## src/rtl/serial_adder_nand_pkg.sv

```systemverilog
// Shared types and constants for the bit-serial NAND adder.
// Optional subtract mode is enabled by defining SERIAL_ADDER_SUB_EN.
package serial_adder_pkg;

  // Default operand width used when the parent does not override N.
  localparam int SERIAL_ADDER_N_DEF = 8;

  // Controller states: wait for a request, shift one bit per clock, flag the result.
  typedef enum logic [1:0] {
    IDLE = 2'd0,
    ADD  = 2'd1,
    DONE = 2'd2
  } state_t;

endpackage

```

## src/rtl/serial_adder_nand_if.sv

```systemverilog
// Request/result bundle for serial_adder_nand. The requester uses the master
// modport, the adder uses the slave modport.
// When SERIAL_ADDER_SUB_EN is defined the bundle also carries the 'sub' request bit.
interface serial_adder_nand_if
  import serial_adder_pkg::*;
#(
  parameter int N = SERIAL_ADDER_N_DEF
) ();

  // Request side: operands and carry-in are captured on an accepted start.
  logic         start;
  logic [N-1:0] a;
  logic [N-1:0] b;
  logic         cin;
`ifdef SERIAL_ADDER_SUB_EN
  logic         sub;
`endif

  // Result side: all of these come straight from registers inside the adder.
  logic         ready;
  logic         done_tick;
  logic [N-1:0] sum;
  logic         cout;

  modport master (
    output start,
    output a,
    output b,
    output cin,
`ifdef SERIAL_ADDER_SUB_EN
    output sub,
`endif
    input  ready,
    input  done_tick,
    input  sum,
    input  cout
  );

  modport slave (
    input  start,
    input  a,
    input  b,
    input  cin,
`ifdef SERIAL_ADDER_SUB_EN
    input  sub,
`endif
    output ready,
    output done_tick,
    output sum,
    output cout
  );

endinterface

```

## src/rtl/serial_adder_nand_full_adder_cell.sv

```systemverilog
// One-bit full adder built exclusively from two-input NAND gates (nine of them),
// plus the NAND primitive it is made from. Purely combinational.

module nand_gate (
  input  logic i_a,
  input  logic i_b,
  output logic o_y
);

  assign o_y = ~(i_a & i_b);

endmodule

module full_adder_cell (
  input  logic i_a,
  input  logic i_b,
  input  logic i_cin,
  output logic o_sum,
  output logic o_cout
);

  // First half adder: w_abXor = a ^ b using four NANDs, w_abNand reused for carry.
  logic w_abNand;
  logic w_aSide;
  logic w_bSide;
  logic w_abXor;

  // Second half adder: sum = (a ^ b) ^ cin, w_xcNand reused for carry.
  logic w_xcNand;
  logic w_xSide;
  logic w_cSide;

  nand_gate u_n1 (.i_a(i_a),      .i_b(i_b),      .o_y(w_abNand));
  nand_gate u_n2 (.i_a(i_a),      .i_b(w_abNand), .o_y(w_aSide));
  nand_gate u_n3 (.i_a(i_b),      .i_b(w_abNand), .o_y(w_bSide));
  nand_gate u_n4 (.i_a(w_aSide),  .i_b(w_bSide),  .o_y(w_abXor));

  nand_gate u_n5 (.i_a(w_abXor),  .i_b(i_cin),    .o_y(w_xcNand));
  nand_gate u_n6 (.i_a(w_abXor),  .i_b(w_xcNand), .o_y(w_xSide));
  nand_gate u_n7 (.i_a(i_cin),    .i_b(w_xcNand), .o_y(w_cSide));
  nand_gate u_n8 (.i_a(w_xSide),  .i_b(w_cSide),  .o_y(o_sum));

  // Carry = ab | (a^b)cin, i.e. NAND of the two inverted partial carries.
  nand_gate u_n9 (.i_a(w_abNand), .i_b(w_xcNand), .o_y(o_cout));

endmodule

```

## src/rtl/serial_adder_nand.sv

```systemverilog
// Bit-serial N-bit adder: one NAND full-adder cell plus a registered carry,
// processing operands LSB first, one bit per clock, under a start/done handshake.
// Latency: start accepted in cycle 0, done_tick in cycle N+1, ready again in N+2.
// Defining SERIAL_ADDER_SUB_EN adds a 'sub' request bit selecting a - b.
module serial_adder_nand
  import serial_adder_pkg::*;
#(
  parameter int N = SERIAL_ADDER_N_DEF
) (
  input  logic                clk,
  input  logic                reset_n,
  serial_adder_nand_if.slave  bus
);

  // Counter is sized to hold N so it never wraps inside one operation.
  localparam int                CNT_W    = $clog2(N + 1);
  localparam logic [CNT_W-1:0]  LAST_CNT = CNT_W'(N - 1);

  state_t           r_state;
  state_t           w_nextState;

  logic [N-1:0]     r_a;
  logic [N-1:0]     r_b;
  logic [N-1:0]     r_sum;
  logic             r_carry;
  logic [CNT_W-1:0] r_cnt;
  logic             r_ready;
  logic             r_done;

  logic             w_accept;
  logic             w_lastBit;
  logic             w_bitSum;
  logic             w_bitCarry;
  logic [N-1:0]     w_bLoad;
  logic             w_cLoad;

  // Operand B and the initial carry: subtract mode feeds ~b with a forced
  // carry-in of 1 so the same adder produces a + ~b + 1 = a - b.
`ifdef SERIAL_ADDER_SUB_EN
  assign w_bLoad = bus.sub ? ~bus.b : bus.b;
  assign w_cLoad = bus.sub ? 1'b1   : bus.cin;
`else
  assign w_bLoad = bus.b;
  assign w_cLoad = bus.cin;
`endif

  // The counter holds the index of the bit being added this cycle.
  assign w_lastBit = (r_cnt == LAST_CNT);

  // The single shared NAND cell works on the current LSBs and the stored carry.
  full_adder_cell u_cell (
    .i_a    (r_a[0]),
    .i_b    (r_b[0]),
    .i_cin  (r_carry),
    .o_sum  (w_bitSum),
    .o_cout (w_bitCarry)
  );

  // State register plus the registered handshake flags derived from the next state,
  // so ready and done_tick change exactly together with the state.
  always_ff @(posedge clk) begin
    if (!reset_n) begin
      r_state <= IDLE;
      r_ready <= 1'b1;
      r_done  <= 1'b0;
    end else begin
      r_state <= w_nextState;
      r_ready <= (w_nextState == IDLE);
      r_done  <= (w_nextState == DONE);
    end
  end

  // Next-state logic; a start outside IDLE is simply not looked at.
  always_comb begin
    w_nextState = r_state;
    w_accept    = 1'b0;
    case (r_state)
      IDLE: begin
        if (bus.start) begin
          w_accept    = 1'b1;
          w_nextState = ADD;
        end
      end
      ADD: begin
        if (w_lastBit) begin
          w_nextState = DONE;
        end
      end
      DONE: begin
        w_nextState = IDLE;
      end
      default: begin
        w_nextState = IDLE;
      end
    endcase
  end

  // Datapath: capture operands on an accepted start, then shift one bit per ADD
  // cycle; outside those cases everything holds so the result stays visible.
  always_ff @(posedge clk) begin
    if (!reset_n) begin
      r_a     <= '0;
      r_b     <= '0;
      r_sum   <= '0;
      r_carry <= 1'b0;
      r_cnt   <= '0;
    end else if (w_accept) begin
      r_a     <= bus.a;
      r_b     <= w_bLoad;
      r_carry <= w_cLoad;
      r_cnt   <= '0;
    end else if (r_state == ADD) begin
      r_a     <= {1'b0, r_a[N-1:1]};
      r_b     <= {1'b0, r_b[N-1:1]};
      r_sum   <= {w_bitSum, r_sum[N-1:1]};
      r_carry <= w_bitCarry;
      r_cnt   <= r_cnt + CNT_W'(1);
    end
  end

  // Every output is a plain register copy; no input reaches an output combinationally.
  assign bus.ready     = r_ready;
  assign bus.done_tick = r_done;
  assign bus.sum       = r_sum;
  assign bus.cout      = r_carry;

endmodule

```

## src/flat_wrapper.sv

```systemverilog
// flat-port wrapper written by rule: the top's interface ports become plain ports
module serial_adder_nand_flat import serial_adder_pkg::*;
#(
  parameter int N = SERIAL_ADDER_N_DEF
)
  (clk, reset_n, bus_start, bus_a, bus_b, bus_cin, bus_ready, bus_done_tick, bus_sum, bus_cout);
  serial_adder_nand_if #(.N(N)) bus_i ();
  input  logic clk;
  input  logic reset_n;
  input wire logic [$bits(bus_i.start)-1:0] bus_start;
  input wire logic [$bits(bus_i.a)-1:0] bus_a;
  input wire logic [$bits(bus_i.b)-1:0] bus_b;
  input wire logic [$bits(bus_i.cin)-1:0] bus_cin;
  output wire logic [$bits(bus_i.ready)-1:0] bus_ready;
  output wire logic [$bits(bus_i.done_tick)-1:0] bus_done_tick;
  output wire logic [$bits(bus_i.sum)-1:0] bus_sum;
  output wire logic [$bits(bus_i.cout)-1:0] bus_cout;
  assign bus_i.start = bus_start;
  assign bus_i.a = bus_a;
  assign bus_i.b = bus_b;
  assign bus_i.cin = bus_cin;
  assign bus_ready = bus_i.ready;
  assign bus_done_tick = bus_i.done_tick;
  assign bus_sum = bus_i.sum;
  assign bus_cout = bus_i.cout;
  serial_adder_nand #(.N(N)) u_core (.clk(clk), .reset_n(reset_n), .bus(bus_i));
endmodule
```

## config.mk

```make
export PLATFORM = sky130hd
export DESIGN_NAME = serial_adder_nand_flat
export DESIGN_NICKNAME = d
export VERILOG_FILES = /design/src/rtl/serial_adder_nand_pkg.sv /design/src/rtl/serial_adder_nand_if.sv /design/src/rtl/serial_adder_nand_full_adder_cell.sv /design/src/rtl/serial_adder_nand.sv /design/src/flat_wrapper.sv
export SDC_FILE = /design/constraint.sdc
export NUM_CORES = 1
export LEC_CHECK = 0
export CORE_MARGIN = 2
export CORE_UTILIZATION = 48
export DETAILED_ROUTE_END_ITERATION = 8
export PLACE_DENSITY_LB_ADDON = 0.05
export SLEW_MARGIN = 20
export SYNTH_ARGS = -nofsm -noshare
export SYNTH_HDL_FRONTEND = slang
export SYNTH_SLANG_ARGS = --single-unit
```

## constraint.sdc

```tcl
create_clock -name clk -period 1.7 [get_ports clk]
set_clock_uncertainty 0.05 [all_clocks]
set_input_delay 0.34 -clock clk [delete_from_list [all_inputs] [get_ports clk]]
set_output_delay 0.34 -clock clk [all_outputs]
set_load 0.01 [all_outputs]
```

; After elaboration in Yosys (flattened, before gate mapping)
; Cells that the tools add are included.
[word_totals]
ff_bits = 33
latchBits = 0
mem_bits_rw = 0
mem_bits_ro = 0
inputBits = 20
memories = 0
[classes]
add_sub_neg = 1
n_mul = 0
div = 0
order_cmp = 0
n_eq_ne = 3
shift = 0
n_mux = 11
bitwise = 20
n_reduce_logical = 5
[ops]
columns = op, count
row1 = 8-bit two-way mux, 4
row2 = 1-bit NOT, 11
row3 = 1-bit AND, 9
row4 = 4-bit by 1-bit adder with 4-bit output (second input constant), 1
row5 = 4-bit by 3-bit equality test with 1-bit output (second input constant), 1
row6 = 2-bit zero test, 2
row7 = 1-bit two-way mux, 4
row8 = 2-bit two-way mux, 2
row9 = 2-bit case mux with 2 select lines, 1
row10 = 2-bit by 1-bit equality test with 1-bit output (second input constant), 1
row11 = 2-bit equality test (second input constant), 1
row12 = 2-bit AND reduction, 1
row13 = 2-bit nonzero test, 1
row14 = 2-bit OR reduction, 1

; Longest topological paths before layout
[logic_depth]
depth_word = 12
mapped_depth = 5

; By module
; From an unflattened synthesis, not the netlist that was laid out.
[hier_totals]
cells_unflattened = 168
area_unflattened_um2 = 1342.5
[by_module_without_submodules]
columns = mod, n_inst, cells_each, area_per_inst_um2, seq_area_each_um2
row1 = serial_adder_nand, 1, 159, 1308.8, 660.6
row2 = nand_gate, 9, 1, 3.8, 0.0

; Worst setup path before layout
; No wires, ideal clock.
[synth_path]
kind = register to register
start = register u_core.r_state[1]
end = register u_core.r_b[2]
t_arrival_ns = 1.118
required_ns = 1.528
slack_ns = 0.411
stages_incl_launch_ff = 6
n_path_buf = 2
period_less_slack_ns = 1.289
path_cell_list = dfxtp_1 -> buf_6 -> o21bai_4 -> buf_6 -> and3_1 -> a221o_1
[synth_between]
elab_chain_cells = 3
word_cells_on_any_way = 5
[synth_lines]
columns = element, line_no
row1 = start: declaration, serial_adder_nand.sv:19  ; state_t r_state;
row2 = start signal: assignment, serial_adder_nand.sv:67  ; r_state <= w_nextState;
row3 = 2-bit zero test, serial_adder_nand.sv:77  ; case (r_state)
row4 = 1-bit two-way mux, serial_adder_nand.sv:77
row5 = 8-bit two-way mux or 2-bit nonzero test (tied branches), -
row6 = end signal: assignment, serial_adder_nand.sv:109  ; r_b <= w_bLoad;
row7 = end signal: assignment, serial_adder_nand.sv:114  ; r_b <= {1'b0, r_b[N-1:1]};
row8 = end: declaration, serial_adder_nand.sv:23  ; logic [N-1:0] r_b;
; Parallel ways exist; a longest one is shown, timed or not.
; A chain may end at the register's enable or synchronous reset.

; Final worst setup path
[layout_path]
start = register u_core.r_sum[7] (netlist: u_core.bus.sum[7])
end = output port bus_sum[7]
[layout_lines]
columns = element, line_no
row1 = start: declaration, serial_adder_nand.sv:24  ; logic [N-1:0] r_sum;
row2 = start signal: assignment, serial_adder_nand.sv:115  ; r_sum <= {w_bitSum, r_sum[N-1:1]};
row3 = end: declaration, flat_wrapper.sv:16  ; output wire logic [$bits(bus_i.sum)-1:0] bus_sum;
; No word-level cell between the ends.

==> results.toml <==
[logic_synthesis]
synth_seq_area_share = 0.491
syn_avg_cell_area_sq_um = 9.69
synth_cell_types = 30
synth_top_family_by_area = "compound AO/OA/AOI/OAI gates"
synth_xor_area_frac = 0
synthCells = 139
synth_warnings = 0
async_flop_share = 0
synth_compound_area_frac = 0.217
yosys_most_used_dff = "dfxtp_1"
synthAdderAreaFrac = 0.0242
ys_ff_latch = 33
netlist_area_sq_um = 1350
synth_edf_count = 0
syn_nets = 161
synth_mux_area_frac = 0.00743
synth-simple-area-share = 0.195

[final_layout]
syn2layout_area_growth_pct = 29.8
nFillCells = 235
instances_no_fill = 207
multi_input_area_sq_um = 598
nNetsFinal = 198
regArea_sq_um = 662
n_antenna_cell = 0
layout-drive-gt1-share = 0.142

[routing]
wl_per_cell_um = 13.5
num_vias = 1123
detail-route-antenna-nets = 0
drtIter0Drc = 47
drt_wl_total_mm = 2.79
drc = 0
vias_per_cell = 5.43
firstDrtPassIters = 4

[critical_path]
r2r_setup_slack_ps = 100
r2r_end = "u_core.r_a[5]"
crit_arrival_ps = 1230
cp_slowest_stage_delay_ps = 550
end_kind = "output pin"
crit_fanout = 3
critPathSlowestCell = "clkdlybuf4s50_1"
start_kind = "register"
crit_family = "buffers and inverters"
regToRegStartpoint = "u_core.r_state[1]"
r2r_cells = 3
criticalPathCategory = "reg2out"
cp_data_required_time_ps = 1310
cp_num_buf_inv = 1
worstPathCellList = "clkdlybuf4s50_1"

[cts]
clock-sinks = 33
cts_buffers = 5
cts_root_buf = "clkbuf_4"
postCtsSetupBuffers = 0
cts_tree = "done"
path_clk_slew_ps = 90
clk_latency_ps = 330
cts_buffer_depth = 2
cts_hold_buf = 0
htreeDepth = 2

[timing]
setup_viol = 0
fin_crit_ps = 1620
finalHoldViolations = 0
maxSlewViolCount = 0
holdWs_ps = 416
rsz0062_at_grt = "no"
max_freq_mhz = 616
setup_ws_ps = 77.1
period_share = 0.955
slew_headroom = 0.523
max_slew.worst_pin.slew_ps = 712

[floorplanning]
io_pins = 31
rows = 19
die_w_um = 57.0
initial_utilization = 0.497
core_sq_um = 2710
die_h_um = 57.0
die-area_sq_um = 3240

[placed_design]
dp_cells = 200
dp_slack_ps = -132
routabilityCongestion = 0.753
io_buffers = 30
dp_hpwl_mm = 1.96

[outcome]
status = "completed"

[grt]
antenna_found_initial = 0
grt_pass1_vias = 1091
grt_max_degree = 19
grt-ovfl-total = 0
grt_pass1_wl_mm = 4.78
track_usage = 0.189

[power]
vdd_ir_drop_max_uv = 705
leakagePower_nw = 0.686
power_density_nw_per_um2 = 846

[job]
maxCapViolations = 0

[hold_path]
hold_depth = 2
worstHoldStart = "u_core.bus.sum[0]"
min_path_type = "reg2reg"
hold_end = "u_core.bus.sum[0]"
## how the worst max path moves through the flow
stage,depth (start not counted),from,to
after global placement,4,bus_start,u_core.r_b[1]
after global routing,1,u_core.bus.sum[5],bus_sum[5]
after floorplan,5,u_core.r_state[1],u_core.r_b[2]
after CTS,1,u_core.bus.cout,bus_cout
final,1,u_core.bus.sum[7],bus_sum[7]
after detailed placement,4,reset_n,u_core.r_a[5]
## synthesized netlist by cell type, types with 2 or more instances
cell / n / area (sq um)
a21oi_1: 14 / 70.1
a221o_1: 11 / 110
a22oi_1: 3 / 22.5
and3_1: 9 / 56.3
buf_2: 4 / 20.0
buf_6: 3 / 33.8
clkbuf_1: 2 / 7.51
dfxtp_1: 33 / 661
inv_1: 4 / 15.0
nand2_1: 22 / 82.6
nand3_1: 2 / 10.0
nor2_1: 6 / 22.5
nor3_1: 2 / 10.0
nor3b_1: 4 / 30.0
nor4_1: 2 / 12.5
o221a_2: 4 / 45.0
## kinds of logic (layout without fill, tap and decap cells)
family | after synthesis | count (layout)
mux | 1 | 1
buf+inv | 15 | 52
simple gates | 52 | 52
fa+ha+maj | 2 | 2
compound gates | 36 | 36
flops | 33 | 33
## layout by cell type, fill, tap and decap left out
| cell type | count |
|---|---|
| nor2_1 | 6 |
| or3_1 | 1 |
| a31oi_1 | 1 |
| a221o_1 | 11 |
| and2b_1 | 1 |
| buf_4 | 10 |
| o21bai_4 | 1 |
| clkbuf_8 | 1 |
| o32a_1 | 1 |
| clkbuf_4 | 5 |
| dfxtp_1 | 32 |
| inv_2 | 1 |
| o21ba_2 | 1 |
| and3_1 | 9 |
| nor4_1 | 2 |
| nor3_1 | 2 |
| fa_1 | 1 |
| ha_1 | 1 |
| inv_1 | 4 |
| nor3b_2 | 1 |
| nor3b_1 | 4 |
| clkbuf_1 | 1 |
| dfxtp_2 | 1 |
| nand3_1 | 2 |
| a21oi_1 | 14 |
| clkdlybuf4s50_1 | 30 |
| o221a_2 | 4 |
| a22oi_1 | 3 |
| mux2i_1 | 1 |
| nand2_1 | 22 |
| and2_1 | 1 |
| nand2b_1 | 1 |
## sequential cells by signal, indices dropped and copies added, names as in the netlist
signal,count
u_core.bus.cout,1
u_core.bus.done_tick,1
u_core.bus.ready,1
u_core.bus.sum,8
u_core.r_a,8
u_core.r_b,8
u_core.r_cnt,4
u_core.r_state,2
## what timing repair did
item / in CTS / in global routing
gates resized for setup: 0 / 1
endpoints found under the setup margin: 0 / 1
endpoints found under the hold margin: 0 / 0
## area by class of cell
cell class | instances | share of cell area
clock buffers | 7 | 0.0315
inverters | 5 | 0.0107
flip-flops and latches | 33 | 0.379
multi-input cells | 91 | 0.342
repair buffers | 40 | 0.215
well taps | 31 | 0.0222
## routing by layer
metal	GRT usage	vias up	routed length, um
li1	-	575	-
met1	0.253	519	1390
met2	0.282	23	1200
met3	0.0680	6	146
met4	0.0698	0	50
met5	0	-	0
## where the power goes
| part | internal, mW | switching, mW |
|---|---|---|
| sequential | 0.810 | 0.0255 |
| combinational | 0.116 | 0.0873 |
| clock | 0.195 | 0.245 |
## through the flow
| stage | TNS (ps) | area [sq um] | power, mW | util |
|---|---|---|---|---|
| CTS | 0 | 1750 | 1.49 | 0.645 |
| global placement | -700 | 1690 | 1.05 | 0.624 |
| finish | 0 | 1750 | 1.48 | 0.645 |
| floorplan | 0 | 1350 | 0.955 | - |
| global route | 0 | 1750 | 1.54 | 0.645 |
| detailed placement | -1240 | 1690 | 1.06 | 0.624 |
(Power assumes the default switching activity.)
